`src/rtl/jcb_pkg.sv`:
```
// jcb_pkg: opcode constants, FSM state encoding and default interrupt vector for jump_ctrl_stack
package jcb_pkg;

    localparam logic [5:0] OP_JMP = 6'b011000;
    localparam logic [5:0] OP_RET = 6'b010000;
    localparam logic [5:0] OP_JV  = 6'b011100;
    localparam logic [5:0] OP_JNV = 6'b011101;
    localparam logic [5:0] OP_JZ  = 6'b011110;
    localparam logic [5:0] OP_JNZ = 6'b011111;

    localparam logic [15:0] DEF_VEC_ADDR = 16'hF000;

    typedef enum logic [1:0] {
        IDLE    = 2'd0,
        VECTOR  = 2'd1,
        FLAGCAP = 2'd2
    } state_t;

endpackage

```
`src/rtl/jcb_ret_stack.sv`:
```
// jcb_ret_stack: saturating LIFO of {return address, flags} with in-place flag update of the top entry
module jcb_ret_stack #(
    parameter int ADDR_W = 16,
    parameter int FLAG_W = 2,
    parameter int DEPTH  = 4,
    localparam int CW    = $clog2(DEPTH + 1)
) (
    input  logic              clk,
    input  logic              reset,
    input  logic              push,
    input  logic              pop,
    input  logic              wr_flag,
    input  logic [ADDR_W-1:0] push_addr,
    input  logic [FLAG_W-1:0] flag_in,
    output logic [ADDR_W-1:0] top_addr,
    output logic [FLAG_W-1:0] top_flag,
    output logic              full,
    output logic              empty,
    output logic [CW-1:0]     count
);

    localparam int IW = (DEPTH > 1) ? $clog2(DEPTH) : 1;

    logic [ADDR_W-1:0] addr_mem [DEPTH];
    logic [FLAG_W-1:0] flag_mem [DEPTH];
    logic [CW-1:0]     cnt_m1;
    logic [IW-1:0]     top_idx;
    logic [IW-1:0]     wr_idx;

    // top-of-stack view and occupancy flags; an empty stack reads as zero
    always_comb begin
        cnt_m1   = count - 1'b1;
        top_idx  = cnt_m1[IW-1:0];
        wr_idx   = count[IW-1:0];
        full     = count == CW'(DEPTH);
        empty    = count == '0;
        top_addr = empty ? '0 : addr_mem[top_idx];
        top_flag = empty ? '0 : flag_mem[top_idx];
    end

    // push/pop never move the pointer past full or empty; flags of a new entry start cleared
    always_ff @(posedge clk) begin
        if (!reset) begin
            count <= '0;
            for (int i = 0; i < DEPTH; i++) begin
                addr_mem[i] <= '0;
                flag_mem[i] <= '0;
            end
        end else begin
            if (push && !full) begin
                addr_mem[wr_idx] <= push_addr;
                flag_mem[wr_idx] <= '0;
                count            <= count + 1'b1;
            end else if (pop && !empty) begin
                count <= count - 1'b1;
            end
            if (wr_flag && !empty)
                flag_mem[top_idx] <= flag_in;
        end
    end

endmodule

```
`src/rtl/jump_ctrl_stack.sv`:
```
// jump_ctrl_stack: jump/branch target selection with nested interrupt entry and return stack
module jump_ctrl_stack
    import jcb_pkg::*;
#(
    parameter int                ADDR_W   = 16,
    parameter int                FLAG_W   = 2,
    parameter int                DEPTH    = 4,
    parameter logic [ADDR_W-1:0] VEC_ADDR = ADDR_W'(DEF_VEC_ADDR)
) (
    input  logic                       clk,
    input  logic                       reset,
    input  logic [5:0]                 op,
    input  logic [ADDR_W-1:0]          jmp_address_pm,
    input  logic [ADDR_W-1:0]          current_address,
    input  logic [FLAG_W-1:0]          flag_ex,
    input  logic                       interrupt,
    output logic [ADDR_W-1:0]          jmp_loc,
    output logic                       pc_mux_sel,
    output logic                       int_ack,
    output logic [$clog2(DEPTH+1)-1:0] depth,
    output logic                       ovf_err,
    output logic                       unf_err
);

    state_t            state, next_state;
    logic [ADDR_W-1:0] jmp_r;
    logic [ADDR_W-1:0] ret_addr;
    logic [ADDR_W-1:0] top_addr;
    logic [FLAG_W-1:0] top_flag;
    logic [FLAG_W-1:0] sel;
    logic              is_ret, taken, ret_ok, accept, pop, wr_flag, full, empty;

    jcb_ret_stack #(
        .ADDR_W (ADDR_W),
        .FLAG_W (FLAG_W),
        .DEPTH  (DEPTH)
    ) u_stack (
        .clk       (clk),
        .reset     (reset),
        .push      (accept),
        .pop       (pop),
        .wr_flag   (wr_flag),
        .push_addr (ret_addr),
        .flag_in   (flag_ex),
        .top_addr  (top_addr),
        .top_flag  (top_flag),
        .full      (full),
        .empty     (empty),
        .count     (depth)
    );

    // decode, interrupt acceptance, next state and next-PC selection
    always_comb begin
        is_ret     = op == OP_RET;
        sel        = is_ret ? top_flag : flag_ex;
        taken      = (op == OP_JMP) | ((op == OP_JV) & sel[0]) | ((op == OP_JNV) & ~sel[0])
                   | ((op == OP_JZ) & sel[1]) | ((op == OP_JNZ) & ~sel[1]);
        ret_ok     = (state == IDLE) && is_ret && !empty;
        accept     = reset && (state == IDLE) && interrupt && !is_ret && !full;
        pop        = reset && ret_ok;
        wr_flag    = reset && (state == FLAGCAP);
        ret_addr   = current_address + ADDR_W'(1);
        int_ack    = accept;
        next_state = !reset ? IDLE
                   : state == VECTOR  ? FLAGCAP
                   : state == FLAGCAP ? IDLE
                   : accept ? VECTOR : IDLE;
        pc_mux_sel = (state == VECTOR) || ret_ok || taken;
        jmp_loc    = state == VECTOR ? VEC_ADDR : ret_ok ? top_addr : jmp_r;
    end

    // interrupt entry sequencer state
    always_ff @(posedge clk) begin
        state <= next_state;
    end

    // registered jump target and sticky stack error flags
    always_ff @(posedge clk) begin
        if (!reset) begin
            jmp_r   <= '0;
            ovf_err <= 1'b0;
            unf_err <= 1'b0;
        end else begin
            jmp_r   <= jmp_address_pm;
            ovf_err <= ovf_err | ((state == IDLE) && interrupt && full);
            unf_err <= unf_err | (is_ret && empty);
        end
    end

endmodule

```
`config.mk`:
```
export PLATFORM = sky130hd
export DESIGN_NAME = jump_ctrl_stack
export DESIGN_NICKNAME = d
export VERILOG_FILES = /design/src/rtl/jcb_pkg.sv /design/src/rtl/jcb_ret_stack.sv /design/src/rtl/jump_ctrl_stack.sv
export SDC_FILE = /design/constraint.sdc
export NUM_CORES = 1
export LEC_CHECK = 0
export ABC_AREA = 1
export CAP_MARGIN = 20
export CORE_UTILIZATION = 48
export DETAILED_ROUTE_END_ITERATION = 12
export GPL_TIMING_DRIVEN = 0
export HOLD_SLACK_MARGIN = 0.02
export PLACE_DENSITY = 0.74
export SETUP_SLACK_MARGIN = 0.1
export SLEW_MARGIN = 20
export SYNTH_ARGS = -nofsm -noshare
export SYNTH_HDL_FRONTEND = slang
export SYNTH_SLANG_ARGS = --single-unit
```
`constraint.sdc`:
```
create_clock -name clk -period 2.7 [get_ports clk]
set_input_delay 0.27 -clock clk [delete_from_list [all_inputs] [get_ports clk]]
set_output_delay 0.27 -clock clk [all_outputs]
set_load 0.05 [all_outputs]
```
Word level (Yosys, flattened, before mapping)
Memory sizes are Yosys's and may differ from the RTL's.
Index checks and enable logic that the tools add are counted.
{ "totals": {"reg_bits": 23, "n_memories": 2, "mem_bits_rw": 72, "elab_cells": 85, "in_bits": 43, "out_inout_bits": 23} }
{ "classes": {"n_eq_ne": 9, "reduce_logical": 26, "bitwise_logic": 13, "add_sub_neg": 3, "mux": 26} }
{ "memory_table": {"columns": ["name", "depth", "word_bits", "rd", "rd_ports_with_merged_regs", "wr", "line", "source"], "rows": [
  ["u_stack.addr_mem", 4, 16, 1, 0, 4, "jcb_ret_stack.sv:24", "logic [ADDR_W-1:0] addr_mem [DEPTH];"],
  ["u_stack.flag_mem", 4, 2, 1, 0, 4, "jcb_ret_stack.sv:25", "logic [FLAG_W-1:0] flag_mem [DEPTH];"]
]} }
{ "ops": {"columns": ["cell", "n"], "rows": [
  ["$mux 16", 4],
  ["$eq 6x5->1 const B", 6],
  ["$add 16x1->16 const B", 1],
  ["$mux 2", 8],
  ["$reduce_or 16->1", 1],
  ["$logic_and 1x1->1", 14],
  ["$mux 1", 12],
  ["$mux 3", 2],
  ["$or 1x1->1", 6],
  ["$and 1x1->1", 4],
  ["$reduce_or 2->1", 2],
  ["$add 3x1->3 const B", 1],
  ["$eq 3x3->1 const B", 1],
  ["$logic_not 1->1", 3],
  ["$logic_not 3->1", 1],
  ["$not 1->1", 3],
  ["$reduce_or 3->1", 1],
  ["$sub 3x1->3 const B", 1],
  ["$eq 2x1->1 const B", 1],
  ["$eq 2x2->1 const B", 1],
  ["$logic_not 2->1", 1],
  ["$logic_or 1x1->1", 2],
  ["$reduce_bool 2->1", 1]
]} }

Depth between registers and ports, before layout
{ "logic_depth": {"word_depth": 12, "ltp_mapped": 13, "mapped_depth_nobuf": 11} }

Hierarchy
Synthesis repeated with hierarchy kept, for this count alone.
{ "hier_totals": {"cells_unflattened": 593, "hier_area_um2": 4956.0} }
{ "by_module_without_submodules": {"columns": ["module", "area_each_um2", "instances", "cells_per_inst"], "rows": [
  ["jcb_ret_stack", 3598.5, 1, 369],
  ["jump_ctrl_stack", 1357.6, 1, 224]
]} }

Worst setup path before layout
Ideal clock, no wire load.
{ "synth_path": {"kind": "register -> output", "from": "reg u_stack.count[0]", "to": "out jmp_loc[15]", "t_arrival_ns": 3.022, "path_stages_with_launch": 9, "n_path_buf": 3, "path_slack_ns": -0.592, "cell_sequence": "dfxtp_1 -> inv_1 -> clkbuf_1 -> ha_1 -> buf_2 -> clkbuf_1 -> nand3_1 -> a21oi_1 -> o21ai_0"} }
{ "synth_between": {"elab_chain_len": 5} }
{ "synth_lines": {"columns": ["item", "line", "source"], "rows": [
  ["from (decl)", "jcb_ret_stack.sv:19", "output logic [CW-1:0] count"],
  ["from (signal assigned)", "jcb_ret_stack.sv:53", "count <= count + 1'b1;"],
  ["from (signal assigned)", "jcb_ret_stack.sv:55", "count <= count - 1'b1;"],
  ["$sub 3x1->3 or $logic_not 3->1 (tied branches)", null, null],
  ["$mem_v2 4x16 or $logic_not 1->1 (tied branches)", null, null],
  ["$mux 16 or $logic_and 1x1->1 (tied branches)", "jcb_ret_stack.sv:37, jump_ctrl_stack.sv:58", null],
  ["$mux 16 * (2 in series)", "jump_ctrl_stack.sv:69", "jmp_loc = state == VECTOR ? VEC_ADDR : ret_ok ? top_addr : jmp_r;"],
  ["to (decl)", "jump_ctrl_stack.sv:17", "output logic [ADDR_W-1:0] jmp_loc,"]
]} }
Every way passes the cells marked *; elsewhere a longest branch is shown, timed or not.

Worst setup path in the final report
{ "layout_path": {"from": "reg u_stack.count[0]", "to": "out jmp_loc[10]"} }
Same word-level chain as after synthesis.

==> out/qor.yml <==
cells_and_area:
  final_area_sq_um: 6020
  fill_cells: 854
  fin_nets: 697
  utilization: 0.621
  area_growth_pct: 26.1
  drive_gt1_frac: 0.160
  final_cells: 788
  antennaDiodeCount: 0
critical_path:
  critPathLaunch: "u_stack.count[0]$_SDFFE_PN0P_"
  endpoint_kind: "output pin"
  r2r_slack_ps: 280
  worstSetupStartpointType: "flop"
  cp_max_fo: 11
  r2r-start: "u_stack.count[0]$_SDFFE_PN0P_"
  ff2ff_path_depth: 11
  arrival_ps: 2220
  cp.required_ps: 2430
  crit_type: "reg -> out"
  r2r-end: "u_stack.addr_mem[3][3]$_DFFE_PP_"
place:
  dp_slack_ps: -908
  place_hpwl_um: 8340
  gp_congestion: 0.833
  place_inst: 766
  portBuffers: 64
  place_area_sq_um: 5650
clocking:
  clk_pin_slew_ps: 90
  root_buffer: "clkbuf_8"
  cts_made_buffers: 9
  postCtsHoldBufs: 0
  clockBufferDepth: 2
  htreeDepth: 3
  clk_latency_ps: 370
  cts_tree: "built"
  clock_sinks: 95
power:
  swShare: 0.300
  power_frac_clock: 0.276
  seqPwrFrac: 0.509
  powerDensity_nw_per_um2: 559
  leakage_nw: 2.61
  internal_power_w: 0.00235
  switchingPower_w: 0.00101
  p_comb_frac: 0.216
  ir_drop_mv: 0.286
global_route:
  grt_overflow: 0
  grt_use_total: 0.247
  grt_max_degree: 17
  grt_pass1_vias: 3792
  grt_pass1_wl_um: 18800
  antenna_found_initial: 0
sta:
  timing.hold.ws_ps: 175
  setup-violations-final: 0
  fin_skew_ps: 7.68
  period_needed_ps: 2490
  worstMarginPinSlew_ps: 787
  clock.fmax_ghz: 0.401
  min_period_over_period: 0.923
  layout_setup_ws_ps: 207
  finalHoldViolations: 0
  slew_viol_final: 0
  grt_setup_unrepaired: "no"
  relSlewSlack: 0.475
run_status:
  outcome: "finished, final reports clean"
floorplan:
  rows: 36
  fp.coreArea_sq_um: 9680
  fp.dieArea_sq_um: 10300
  dieWidth_um: 102
  initial_core_util: 0.493
  die_h_um: 102
  boundaryPins: 66
detailed_routing:
  wl_met3_um: 738
  wire_per_inst_um: 15.3
  top_layer: "met4"
  post-route-drc-count: 0
  vias: 4073
  wl_met1_um: 5000
  first_iter_violations: 282
  viasPerCell: 5.17
  postRouteAntennaNets: 0
  drtPass1Iterations: 8
  wl_um: 12100
  routed-wl-met2_um: 6170
logic_synthesis:
  syn_area_per_cell_sq_um: 8.38
  synth_cell_types: 30
  yosys_register_bits: 95
  async_flop_share: 0
  synth_most_common_cell: "nor2_1"
  synthTopCellsByArea: "edfxtp_1 45%, nor2_1 11%, dfxtp_1 9.7%"
  synth_top_flop_cell: "edfxtp_1"
  netlist.area_leader.share: 0.453
  syn_area_sq_um: 4770
  ys_seq_area_frac: 0.550
  yosysWarnings: 0
  synth-edff-count: 72
  synth_fp_nets: 616
  syn_inst: 569
  synth_area_leader_cell: "edfxtp_1"
  netlist_top_cells_count: "137 x nor2_1, 103 x nand2_1, 72 x edfxtp_1, 66 x inv_1, 40 x o21ai_0"
run:
  cap_violations: 0
hold_path:
  hold_path.class: "in -> reg"
  holdPathStages: 3
  min_delay_worst_endpoint: "jmp_r[7]$_SDFF_PN0_"
  hp-start: "reset"
[sequential cells by signal (all words and copies together), names as in the netlist]
name and cells:
unf_err 1, jmp_r 16, u_stack.addr_mem 64, u_stack.count 3, ovf_err 1, state 2
u_stack.flag_mem 8
[cells by family after synthesis]
group | Yosys count | share of synthesized area
compound gates | 71 | 0.0792
xor+xnor | 8 | 0.0147
fa+ha+maj | 4 | 0.0105
buf+inv | 94 | 0.0818
flops | 95 | 0.550
simple gates | 297 | 0.264
[worst max-delay path by stage]
stage / endpoint / slack [ps] / depth (start not counted)
after floorplan: jmp_loc[15] / 90 / 8
after global placement: jmp_loc[8] / -910 / 10
after detailed placement: jmp_loc[8] / -910 / 10
after CTS: jmp_loc[8] / 60 / 10
after global routing: jmp_loc[10] / 100 / 10
final: jmp_loc[10] / 210 / 10
[routing by layer]
| layer | track usage | vias up |
|---|---|---|
| met5 | 0 | - |
| met4 | 0.0914 | 0 |
| met3 | 0.0414 | 15 |
| met2 | 0.433 | 152 |
| met1 | 0.307 | 1912 |
| li1 | - | 1994 |
[repair_timing]
action / in CTS / in global routing
hold endpoints to repair: 0 / 0
cloned: 0 / 0
gates resized for setup: 147 / 14
pin swaps: 7 / 5
setup endpoints to repair: 82 / 49
setup buffers: 4 / 2
[layout by cell type (no fill, tap or decap), types with 3 or more instances in the layout]
| cell type | count |
|---|---|
| buf_8 | 3 |
| o21ai_1 | 7 |
| a21oi_1 | 11 |
| nor2_1 | 119 |
| clkdlybuf4s50_1 | 46 |
| buf_4 | 10 |
| inv_1 | 65 |
| ha_1 | 3 |
| dfxtp_1 | 21 |
| nor2_2 | 12 |
| buf_2 | 6 |
| clkbuf_1 | 6 |
| nand2_1 | 100 |
| nand3_1 | 32 |
| clkinv_2 | 3 |
| o21ai_0 | 33 |
| nor2_4 | 15 |
| o22ai_1 | 11 |
| xor2_1 | 6 |
| inv_2 | 5 |
| nor3_1 | 8 |
| nand2_4 | 5 |
| o21ai_2 | 5 |
| clkbuf_8 | 10 |
| buf_6 | 14 |
| clkbuf_4 | 3 |
| edfxtp_1 | 72 |
[power by group through the flow]
stage,Combinational (W),Sequential (W),Clock [W]
after CTS,0.000704,0.00171,0.000932
after global placement,0.000656,0.00174,0
final,0.000725,0.00171,0.000927
after floorplan,0.000410,0.00175,0
after global routing,0.000786,0.00172,0.000983
after detailed placement,0.000666,0.00174,0
[stage by stage]
stage / setup TNS, ps / power (W)
detailed placement: -27240 / 0.00241
global route: 0 / 0.00349
CTS: 0 / 0.00334
finish: 0 / 0.00336
global placement: -24220 / 0.00239
floorplan: 0 / 0.00216
[area by class of cell]
cell class              instances  area [sq um]  share of cell area
plain buffers                  22           170              0.0283
clock buffers                   9           124              0.0206
clock inverters                 7          63.8              0.0106
inverters                      72           278              0.0462
multi-input cells             380          1910               0.318
flip-flops and latches         95          2630               0.437
well taps                     133           166              0.0277
repair buffers                 70           677               0.112
[worst max-delay path, stage by stage (launching register included)]
cell	delay (ps)
dfxtp_4	390
inv_2	80
buf_8	150
ha_4	260
buf_6	100
clkbuf_8	160
o21ai_0	90
o22ai_1	230
nor2_1	110
nor2_4	120
buf_8	150
Note: power is estimated with default switching activity, not from simulation.
